`config.mk`:
```
export PLATFORM = sky130hd
export DESIGN_NAME = int_reservation_station
export DESIGN_NICKNAME = d
export VERILOG_FILES = /design/src/rtl/int_reservation_station.sv
export SDC_FILE = /design/constraint.sdc
export NUM_CORES = 1
export LEC_CHECK = 0
export ABC_AREA = 1
export CAP_MARGIN = 10
export CORE_ASPECT_RATIO = 0.5
export CORE_MARGIN = 5
export CORE_UTILIZATION = 60
export CTS_BUF_LIST = sky130_fd_sc_hd__clkbuf_2 sky130_fd_sc_hd__clkbuf_4 sky130_fd_sc_hd__clkbuf_8
export CTS_CLUSTER_DIAMETER = 60
export DETAILED_ROUTE_END_ITERATION = 10
export PLACE_DENSITY = 0.9
export SYNTH_ARGS = -nofsm -noshare
export SYNTH_HDL_FRONTEND = slang
export SYNTH_SLANG_ARGS = --single-unit
```
`constraint.sdc`:
```
create_clock -name clk -period 2.69 [get_ports clk]
set_input_delay 0.538 -clock clk [delete_from_list [all_inputs] [get_ports clk]]
set_output_delay 0.538 -clock clk [all_outputs]
set_load 0.1 [all_outputs]
```
`src/rtl/int_reservation_station.sv`:
```
// Integer ALU reservation station: buffers dispatched ops, snoops the CDB for operand
// wakeup, issues the lowest-index ready entry, and kills speculative entries on a flush.
module int_reservation_station #(
  parameter int unsigned NUM_ENTRY         = 4,
  parameter int unsigned BW_TAG            = 4,
  parameter int unsigned BW_PROCESSOR_DATA = 32,
  parameter int unsigned BW_OPCODE_INT     = 4
) (
  input  logic                           clk,
  input  logic                           rst_n,
  input  logic                           i_iq_valid,
  output logic                           i_iq_ready,
  input  logic [BW_OPCODE_INT-1:0]       i_iq_opcode,
  input  logic [2*BW_TAG-1:0]            i_iq_Q_flatten,
  input  logic [2*BW_PROCESSOR_DATA-1:0] i_iq_V_flatten,
  input  logic [BW_TAG-1:0]              i_iq_tag,
  input  logic                           i_iq_speculation,
  input  logic                           i_cdb_valid,
  input  logic [BW_TAG-1:0]              i_cdb_tag,
  input  logic [BW_PROCESSOR_DATA-1:0]   i_cdb_data,
  input  logic                           i_branch_valid,
  input  logic                           i_branch_flush,
  output logic                           o_alu_valid,
  input  logic                           o_alu_ready,
  output logic [BW_OPCODE_INT-1:0]       o_alu_opcode,
  output logic [BW_PROCESSOR_DATA-1:0]   o_alu_a,
  output logic [BW_PROCESSOR_DATA-1:0]   o_alu_b,
  output logic [BW_TAG-1:0]              o_alu_tag
);

  localparam int unsigned BW_IDX = (NUM_ENTRY > 1) ? $clog2(NUM_ENTRY) : 1;

  logic [NUM_ENTRY-1:0]                   r_busy, r_spec;
  logic [BW_OPCODE_INT-1:0]               r_opcode [NUM_ENTRY];
  logic [BW_TAG-1:0]                      r_tag    [NUM_ENTRY];
  logic [1:0][BW_TAG-1:0]                 r_q      [NUM_ENTRY];
  logic [1:0][BW_PROCESSOR_DATA-1:0]      r_v      [NUM_ENTRY];

  logic [NUM_ENTRY-1:0]                   w_busy_nxt, w_spec_nxt;
  logic [BW_OPCODE_INT-1:0]               w_opcode_nxt [NUM_ENTRY];
  logic [BW_TAG-1:0]                      w_tag_nxt    [NUM_ENTRY];
  logic [1:0][BW_TAG-1:0]                 w_q_nxt      [NUM_ENTRY];
  logic [1:0][BW_PROCESSOR_DATA-1:0]      w_v_nxt      [NUM_ENTRY];

  logic              w_alloc_found, w_sel_found;
  logic [BW_IDX-1:0] w_alloc_idx, w_sel_idx;
  logic              w_flush, w_resolve, w_issue, w_dispatch, w_cdb_hit;
  logic [BW_TAG-1:0] w_in_q;

  assign w_flush    = i_branch_valid & i_branch_flush;
  assign w_resolve  = i_branch_valid & ~i_branch_flush;
  assign w_cdb_hit  = i_cdb_valid & (i_cdb_tag != '0);
  assign w_dispatch = i_iq_valid & i_iq_ready;
  assign w_issue    = o_alu_valid & o_alu_ready;

  // Descending scan so the lowest matching index wins.
  always_comb begin
    w_alloc_found = 1'b0;
    w_alloc_idx   = '0;
    w_sel_found   = 1'b0;
    w_sel_idx     = '0;
    for (int i = NUM_ENTRY - 1; i >= 0; i--) begin
      if (!r_busy[i]) begin
        w_alloc_found = 1'b1;
        w_alloc_idx   = BW_IDX'(i);
      end
      if (r_busy[i] && r_q[i][0] == '0 && r_q[i][1] == '0) begin
        w_sel_found = 1'b1;
        w_sel_idx   = BW_IDX'(i);
      end
    end
  end

  assign i_iq_ready   = w_alloc_found;
  assign o_alu_valid  = w_sel_found & ~(w_flush & r_spec[w_sel_idx]);
  assign o_alu_opcode = w_sel_found ? r_opcode[w_sel_idx] : '0;
  assign o_alu_a      = w_sel_found ? r_v[w_sel_idx][0] : '0;
  assign o_alu_b      = w_sel_found ? r_v[w_sel_idx][1] : '0;
  assign o_alu_tag    = w_sel_found ? r_tag[w_sel_idx] : '0;

  always_comb begin
    w_busy_nxt   = r_busy;
    w_spec_nxt   = r_spec;
    w_opcode_nxt = r_opcode;
    w_tag_nxt    = r_tag;
    w_q_nxt      = r_q;
    w_v_nxt      = r_v;
    w_in_q       = '0;
    for (int i = 0; i < NUM_ENTRY; i++) begin
      for (int k = 0; k < 2; k++) begin
        if (w_cdb_hit && r_q[i][k] == i_cdb_tag) begin
          w_q_nxt[i][k] = '0;
          w_v_nxt[i][k] = i_cdb_data;
        end
      end
      if (w_issue && w_sel_idx == BW_IDX'(i)) w_busy_nxt[i] = 1'b0;
      if (w_flush && r_spec[i])               w_busy_nxt[i] = 1'b0;
      if (w_resolve)                          w_spec_nxt[i] = 1'b0;
    end
    // A speculative op dispatched during a flush completes its handshake but is dropped.
    if (w_dispatch && !(w_flush && i_iq_speculation)) begin
      w_busy_nxt[w_alloc_idx]   = 1'b1;
      w_spec_nxt[w_alloc_idx]   = i_iq_speculation & ~i_branch_valid;
      w_opcode_nxt[w_alloc_idx] = i_iq_opcode;
      w_tag_nxt[w_alloc_idx]    = i_iq_tag;
      for (int k = 0; k < 2; k++) begin
        w_in_q = i_iq_Q_flatten[k*BW_TAG +: BW_TAG];
        if (w_cdb_hit && w_in_q == i_cdb_tag) begin
          w_q_nxt[w_alloc_idx][k] = '0;
          w_v_nxt[w_alloc_idx][k] = i_cdb_data;
        end else begin
          w_q_nxt[w_alloc_idx][k] = w_in_q;
          w_v_nxt[w_alloc_idx][k] = i_iq_V_flatten[k*BW_PROCESSOR_DATA +: BW_PROCESSOR_DATA];
        end
      end
    end
  end

  always_ff @(posedge clk or negedge rst_n) begin
    if (!rst_n) begin
      r_busy <= '0;
      r_spec <= '0;
      for (int i = 0; i < NUM_ENTRY; i++) begin
        r_opcode[i] <= '0;
        r_tag[i]    <= '0;
        r_q[i]      <= '0;
        r_v[i]      <= '0;
      end
    end else begin
      r_busy   <= w_busy_nxt;
      r_spec   <= w_spec_nxt;
      r_opcode <= w_opcode_nxt;
      r_tag    <= w_tag_nxt;
      r_q      <= w_q_nxt;
      r_v      <= w_v_nxt;
    end
  end

endmodule

```
==> impl_metrics.json, run 1 <==
{
  "synth.area.top_cells": "dfrtp_1 40%, o21ai_0 10%, nand2_1 8.6%",
  "grt_antenna_before_repair": 13,
  "io_buffers": 197,
  "grt-ovfl-total": 7,
  "clock_path_buffers": 3,
  "status": "stopped before the end",
  "cts_root_buf": "clkbuf_8",
  "yosysSeqAreaShare": 0.399,
  "post-place-ws_ns": -0.123,
  "synth_edf_count": 0,
  "yosys.cell_count.top_type": "nand2_1",
  "haltStage": "global routing (5_1_grt)",
  "cts.sinks": 328,
  "placed_cell_area_um2": 24700,
  "placed_cells": 3562,
  "die_y_um": 141,
  "yosys_warnings": 0,
  "syn-cell-area_um2": 20500,
  "initial_core_util": 0.615,
  "worst-ep-kind": "output port",
  "postSynthAreaPerCell_um2": 6.84,
  "syn-instance-count": 3005,
  "gr-usage-all-layers": 0.831,
  "gp_congestion": 0.928,
  "ys_types": 32,
  "syn_nets": 3129,
  "synthArstFlopShare": 1.00,
  "synth-compound-area-share": 0.281,
  "synth.area.mux_share": 0,
  "synth_top_area_frac": 0.399,
  "synth-adder-area-share": 0,
  "yosys.area_share.simple": 0.184,
  "dieWidth_um": 272,
  "yosysTopAreaCell": "dfrtp_1",
  "crit_endpoint": "o_alu_a[4]",
  "synth-main-ff-cell": "dfrtp_1",
  "synth-seq-cells": 328,
  "synth_top_family_by_area": "compound AO/OA/AOI/OAI gates",
  "synth_top_cells_by_count": "469 x nand2_1, 426 x o21ai_0, 414 x nor2_1, 347 x inv_1, 328 x dfrtp_1",
  "grt_max_degree": 129,
  "synth-xor-area-share": 0.0170,
  "rows": 47,
  "io_pins": 198,
  "cts_buffers": 48,
  "cts_htree_levels": 2,
  "place_hpwl_um": 47200,
  "first-error": "[ERROR GRT-0232] Routing congestion too high. Check the congestion heatmap in the GUI."
}
kinds of logic after synthesis:
logic type / count (synthesis)
compound gates: 1086
xor+xnor: 40
buf+inv: 594
flops: 328
simple gates: 957
layer usage:
metal,overflow,track usage
met1,1,0.825
met5,0,0.680
met3,1,0.806
met4,3,0.771
met2,2,0.902
stage by stage:
| stage | TNS, ns | hold slack (ns) | util |
|---|---|---|---|
| after floorplan | 0 | 0.242 | - |
| after global placement | -0.696 | 0.466 | 0.739 |
| after detailed placement | -9.06 | 0.475 | 0.739 |
| after CTS | -32.30 | 0.462 | 0.816 |
timing repair:
item,CTS
setup endpoints to repair,73
buffers inserted,52
pin swaps,48
cloned,16
gates resized for setup,209
hold buffers,1
hold endpoints to repair,47
==> run 2, diff against run 1 <==
==> config.mk (replaced) <==
export PLATFORM = sky130hd
export DESIGN_NAME = int_reservation_station
export DESIGN_NICKNAME = d
export VERILOG_FILES = /design/src/rtl/int_reservation_station.sv
export SDC_FILE = /design/constraint.sdc
export NUM_CORES = 1
export LEC_CHECK = 0
export ABC_AREA = 1
export CAP_MARGIN = 10
export CORE_MARGIN = 5
export CORE_UTILIZATION = 40
export DETAILED_ROUTE_END_ITERATION = 10
export PLACE_DENSITY_LB_ADDON = 0.15
export SYNTH_ARGS = -nofsm -noshare
export SYNTH_HDL_FRONTEND = slang
export SYNTH_SLANG_ARGS = --single-unit
==> run 2 against run 1 <==
Effect of this change: the flow now finishes, with violations (setup timing); synthesized cell count stayed put; synthesized area stayed put.
==> impl_metrics.json, run 2 <==
{
  "wl_per_cell_um": 21.5,
  "final_cell_mix": "422 x o21ai_0, 388 x nor2_1, 361 x nand2_1",
  "cp-start-kind": "flip-flop",
  "fin_worst_skew_ns": 0.0196,
  "syn_nets": 3129,
  "largest_registers": "r_v x256, r_q x32",
  "syn-cell-area_um2": 20500,
  "p_comb_frac": 0.646,
  "hold_viol": 0,
  "cts_root_buf": "clkbuf_16",
  "gr-usage-all-layers": 0.287,
  "via_per_inst": 5.76,
  "post-place-ws_ns": -0.0721,
  "p_leak_nw": 13.9,
  "place_hpwl_um": 52600,
  "rows": 83,
  "synth_top_cells_by_count": "469 x nand2_1, 426 x o21ai_0, 414 x nor2_1, 347 x inv_1, 328 x dfrtp_1",
  "synth-main-ff-cell": "dfrtp_1",
  "max_stage_delay_ns": 0.41,
  "synth-seq-cells": 328,
  "post-route-period-util": 1.19,
  "hp-start": "r_opcode[6]",
  "layout_commonest_cell": "o21ai_0",
  "p_seq_frac": 0.213,
  "cts.sinks": 328,
  "worstSetupEndpointType": "primary output",
  "grt_antenna_before_repair": 0,
  "yosys_warnings": 0,
  "clk_pin_slew_ns": 0.06,
  "final_max_slew_viol_count": 0,
  "antenna-diode-count": 0,
  "synth_edf_count": 0,
  "fin_crit_ns": 3.21,
  "clock_path_buffers": 3,
  "io_buffers": 197,
  "rsz0062_at_grt": "true",
  "regMostFlops": "r_v",
  "grt_pass1_wl_um": 129000,
  "worstReg2RegStart": "r_busy[2]",
  "status": "finished, violations left",
  "die_y_um": 237,
  "finalSetupViolCount": 73,
  "grt_max_degree": 66,
  "grt-ovfl-total": 0,
  "yosys.cell_count.top_type": "nand2_1",
  "switching_share": 0.489,
  "internal-power_mw": 21.1,
  "clock_power_share": 0.141,
  "synth.area.top_cells": "dfrtp_1 40%, o21ai_0 10%, nand2_1 8.6%",
  "max_freq_ghz": 0.311,
  "syn-instance-count": 3005,
  "dieWidth_um": 237,
  "crit_fanout": 8,
  "cts_buffers": 40,
  "crit_chain": "buf_4, nand2_1, nor2_1, nand3_2, nand2_2, nand2_4, nand2_8, clkinv_8, buf_16, buf_12, nand2_2, o211ai_1, o21ai_1, inv_1, buf_12",
  "worstSetupPathType": "flip-flop to primary output",
  "clk_latency_ns": 0.58,
  "cpLargestDelayFamily": "buffers and inverters",
  "path_buf_inv": 6,
  "critPathSlowestCell": "dfrtp_1",
  "synthArstFlopShare": 1.00,
  "syn2layout_area_growth_pct": 42.0,
  "tightest_slew_ns": 0.761,
  "violations": "setup timing",
  "dieArea_um2": 56000,
  "drt_iter0_markers": 3295,
  "arrival_ns": 2.67,
  "cts_tree": "done",
  "totalWireLength_um": 85700,
  "coreArea_um2": 51100,
  "powerDensity_nw_per_um2": 1410,
  "final_nets": 3400,
  "ys_types": 32,
  "vias": 22900,
  "ant_nets": 0,
  "gp_congestion": 0.901,
  "fillCellCount": 4683,
  "crit_start": "r_busy[2]",
  "drive_gt1_frac": 0.219,
  "firstDrtPassIters": 7,
  "synth_top_area_frac": 0.399,
  "switching_power_mw": 20.2,
  "yosysTopAreaCell": "dfrtp_1",
  "ir_drop_mv": 0.830,
  "fin_util": 0.571,
  "drc": 0,
  "initial_core_util": 0.402,
  "yosysSeqAreaShare": 0.399,
  "cts_htree_levels": 2,
  "largest_register_ffs": 256,
  "worst_slack_ns": -0.523,
  "grt_pass1_vias": 22300,
  "io_pins": 198,
  "slew_headroom": 0.493,
  "cp_data_required_time_ns": 2.15,
  "rrSetupSlack_ns": 0.26,
  "max_cap_viol_count": 0,
  "min_path_type": "flip-flop to flip-flop",
  "postSynthAreaPerCell_um2": 6.84
}
## run 2: cell counts after synthesis
No cell type changed its count.
## run 2: worst reg2reg max path, cell delays in order (launching register included)
cell and delay, ns:
dfrtp_1 0.42, buf_4 0.15, buf_4 0.13, nand2_1 0.06, inv_2 0.04, nand3_2 0.08
nand3_2 0.28, nor2_4 0.25, clkinv_2 0.29, buf_12 0.29, buf_4 0.20, o22ai_1 0.15
## run 2: final cells by class
cell class	count	area, um^2	share of cell area
timing repair buffer	461	6240	0.214
inverter	362	1410	0.0482
clock buffer	51	1110	0.0382
clock inverter	21	268	0.00917
sequential	328	8210	0.281
multi-input combinational	2083	11100	0.380
tap	680	851	0.0291
## run 2: layer usage
metal  up-vias  track usage  wire [um]
met1     10900        0.398      35100
li1      10500            -          -
met2      1361        0.449      39000
met4         0        0.111       3030
met3       221       0.0537       8510
met5         -            0          0
## run 2: what timing repair did
| action | CTS | global route |
|---|---|---|
| endpoints found under the setup margin | 73 | 73 |
| pin swaps | 56 | 84 |
| setup buffers | 23 | 24 |
| gates resized for setup | 220 | 199 |
| hold endpoints to repair | 56 | 0 |
| hold buffers | 1 | 0 |
| cloned | 11 | 10 |
## run 2: path summary, 6_finish.rpt
check | to | depth (start not counted)
max in group asynchronous | r_q[24] | 3
hold reg to reg | r_opcode[6] | 2
setup reg to reg | r_q[12] | 11
min in group asynchronous | r_v[235] | 2
setup / recovery | o_alu_a[15] | 15
hold / removal | r_opcode[6] | 2
## run 2: through the flow
| step | hold slack (ns) | instances | TNS [ns] | area [um^2] | total power, mW |
|---|---|---|---|---|---|
| 2_1_floorplan | 0.242 | 3005 | 0 | 20600 | 21.6 |
| 3_3_place_gp | 0.467 | 3853 | -2.62 | 25600 | 30.2 |
| 3_5_place_dp | 0.473 | 3853 | -2.22 | 25600 | 30.6 |
| 4_1_cts | 0.488 | 3960 | -29.25 | 28100 | 38.6 |
| 5_1_grt | 0.510 | 3986 | -39.03 | 29200 | 43.3 |
| 6_report | 0.482 | 3986 | -33.00 | 29200 | 41.3 |
## run 2: cells by family after synthesis
family | synth area share
AO/OA/AOI/OAI | 0.281
buffers and inverters | 0.119
flip-flops | 0.399
AND/OR/NAND/NOR | 0.184
XOR/XNOR | 0.0170
## run 2: power groups by stage
| stage | clock [mW] | sequential [mW] | combinational, mW |
|---|---|---|---|
| after CTS | 5.86 | 8.59 | 24.2 |
| after global placement | 0 | 8.51 | 21.7 |
| final | 5.80 | 8.80 | 26.7 |
| after floorplan | 0 | 8.29 | 13.3 |
| after global routing | 6.05 | 9.02 | 28.2 |
| after detailed placement | 0 | 8.58 | 22.0 |
Power figures use the tool's default switching activity.
==> run 3, diff against run 2 <==
--- a/config.mk
+++ b/config.mk
@@ -5,8 +5,8 @@
 export SDC_FILE = /design/constraint.sdc
 export NUM_CORES = 1
 export LEC_CHECK = 0
-export ABC_AREA = 1
 export CAP_MARGIN = 10
+export CORE_ASPECT_RATIO = 1.75
 export CORE_MARGIN = 5
 export CORE_UTILIZATION = 40
 export DETAILED_ROUTE_END_ITERATION = 10
==> constraint.sdc (replaced) <==
create_clock -name clk -period 2.65 [get_ports clk]
set_input_delay 0.53 -clock clk [delete_from_list [all_inputs] [get_ports clk]]
set_output_delay 0.53 -clock clk [all_outputs]
set_load 0.1 [all_outputs]
==> run 3 against run 2 <==
Effect of this change: the flow still finishes with violations (setup timing); global-route usage grew 3.2 points; count of clock-buffer cells in the layout down 9; utilization increased by 0.24 points; die area decreased by 18%; combinational power is 29% lower; clock skew up 0.0070 ns.
==> impl_metrics.json, run 3 <==
{
  "grt_pass1_vias": 17000,
  "max_stage_delay_ns": 0.39,
  "cts_buffers": 34,
  "via_per_inst": 6.25,
  "cp_common_cell": "buf_12",
  "rows": 98,
  "antenna-diode-count": 0,
  "post-place-ws_ns": -0.406,
  "min_path_type": "input port to asynchronous set/reset pin",
  "cts_root_buf": "clkbuf_16",
  "p_leak_nw": 10.5,
  "max_cap_viol_count": 0,
  "synth-main-ff-cell": "dfrtp_1",
  "synth_top_area_frac": 0.494,
  "drive_gt1_frac": 0.261,
  "syn-cell-area_um2": 16600,
  "placed_cell_area_um2": 21600,
  "synth-seq-cells": 328,
  "yosys_warnings": 0,
  "initial_core_util": 0.406,
  "powerDensity_nw_per_um2": 1400,
  "postSynthAreaPerCell_um2": 9.54,
  "io_pins": 198,
  "largest_registers": "r_v x256, r_q x32",
  "synth_edf_count": 0,
  "gr-usage-all-layers": 0.319,
  "gp_congestion": 0.937,
  "final_max_slew_viol_count": 0,
  "fillCellCount": 3573,
  "post-route-period-util": 1.23,
  "multi_input_area_um2": 8050,
  "dieWidth_um": 164,
  "syn-instance-count": 1743,
  "ys_types": 56,
  "crit_start": "r_q[12]",
  "seq_area_um2": 8210,
  "clk_pin_slew_ns": 0.06,
  "synth_top_cells_by_count": "328 x dfrtp_1, 314 x nand2_1, 119 x nand3_1, 97 x o21ai_0, 96 x a22oi_1",
  "layout_commonest_cell": "dfrtp_1",
  "final_cell_mix": "328 x dfrtp_1, 289 x nand2_1, 151 x buf_4",
  "synthArstFlopShare": 1.00,
  "final_nets": 2163,
  "hold_viol": 0,
  "dieArea_um2": 45900,
  "finalSetupViolCount": 73,
  "rr_worst_depth": 5,
  "grt-ovfl-total": 0,
  "cts_tree": "done",
  "worstSetupPathType": "flip-flop to primary output",
  "violations": "setup timing",
  "clock_path_buffers": 3,
  "clk_latency_ns": 0.54,
  "synth.area.top_cells": "dfrtp_1 49%, nand2_1 7.1%, a22oi_1 4.3%",
  "cp-start-kind": "flip-flop",
  "coreArea_um2": 41000,
  "firstDrtPassIters": 8,
  "crit_chain": "nor4_1, and4b_2, buf_4, nor4_4, buf_6, buf_12, buf_16, a221o_2, buf_12",
  "drc": 0,
  "vias": 16300,
  "wl_per_cell_um": 28.4,
  "ir_drop_mv": 1.11,
  "fin_util": 0.574,
  "place_hpwl_um": 49500,
  "yosysSeqAreaShare": 0.494,
  "tns_ns": -37.06,
  "slew_headroom": 0.208,
  "grt_pass1_wl_um": 110000,
  "crit_fanout": 7,
  "regMostFlops": "r_v",
  "tightest_slew_ns": 1.18,
  "drt_iter0_markers": 1906,
  "fin_worst_skew_ns": 0.0266,
  "yosys.cell_count.top_type": "dfrtp_1",
  "die_y_um": 280,
  "grt_max_degree": 100,
  "max_freq_ghz": 0.306,
  "worst_slack_ns": -0.614,
  "cp_data_required_time_ns": 2.12,
  "status": "finished, violations left",
  "arrival_ns": 2.73,
  "yosysTopAreaCell": "dfrtp_1",
  "io_buffers": 197,
  "critPathSlowestCell": "dfrtp_1",
  "largest_register_ffs": 256,
  "cts.sinks": 328,
  "totalWireLength_um": 74200,
  "worstSetupEndpointType": "primary output",
  "syn_nets": 1867,
  "fin_area_um2": 23500,
  "ant_nets": 0,
  "grt_antenna_before_repair": 1,
  "cts_htree_levels": 2,
  "worstReg2RegStart": "r_busy[1]",
  "rsz0062_at_grt": "true",
  "fin_crit_ns": 3.26,
  "syn2layout_area_growth_pct": 41.3
}
[run 3: timing repair]
action,in CTS,in global routing
pin swaps,14,26
gates cloned,7,0
setup endpoints to repair,73,73
resized for setup,64,57
setup buffers,18,2
endpoints found under the hold margin,10,0
hold buffers,1,0
[run 3: logic make-up (layout without fill, tap and decap cells)]
family | after synthesis | count (layout) | share of synthesized area
AOI/OAI and AO/OA | 556 | 556 | 0.268
DFF | 328 | 328 | 0.494
xor gates and xnor gates | 40 | 40 | 0.0211
muxes | 4 | 4 | 0.00241
buffers and inverters | 228 | 546 | 0.0589
and+or+nand+nor | 587 | 588 | 0.155
[run 3: routing by layer]
metal	vias up	GRT usage	routed length [um]
li1	7012	-	-
met1	8145	0.362	25600
met2	915	0.528	36500
met3	263	0.0355	4290
met4	2	0.277	7780
met5	-	0	13
[run 3: per-stage QoR]
stage	std cells	hold slack [ns]	power (mW)
2_1_floorplan	1743	0.234	19.6
3_3_place_gp	2525	0.366	26.4
3_5_place_dp	2525	0.366	26.7
4_1_cts	2610	0.407	32.6
5_1_grt	2612	0.439	34.2
6_report	2612	0.413	33.0
[run 3: worst max-delay path, delay by kind of cell (launching register included)]
kind                   cells  cell delay, ns
AND/OR/NAND/NOR            3            0.65
AO/OA/AOI/OAI              1            0.39
buffers and inverters      5            0.77
flip-flops                 1            0.39
[run 3: cell type report]
cell class	instances	share of cell area
Sequential cell	328	0.349
Clock buffer	42	0.0392
Tap cell	550	0.0293
Timing Repair Buffer	413	0.217
Clock inverter	17	0.0101
Multi-Input combinational cell	1188	0.343
Inverter	74	0.0118
[run 3: path summary, 6_finish.rpt]
kind,to,slack [ns]
min in group clk,r_opcode[8],0.48
max,o_alu_b[12],-0.61
min reg2reg,r_opcode[8],0.48
min,r_v[83],0.41
max in group asynchronous,r_v[117],1.44
max reg2reg,r_v[166],0.25
[run 3: report_power, final]
| group | internal [mW] | switching, mW |
|---|---|---|
| sequential | 7.41 | 1.46 |
| clock | 2.98 | 2.16 |
| combinational | 7.73 | 11.2 |
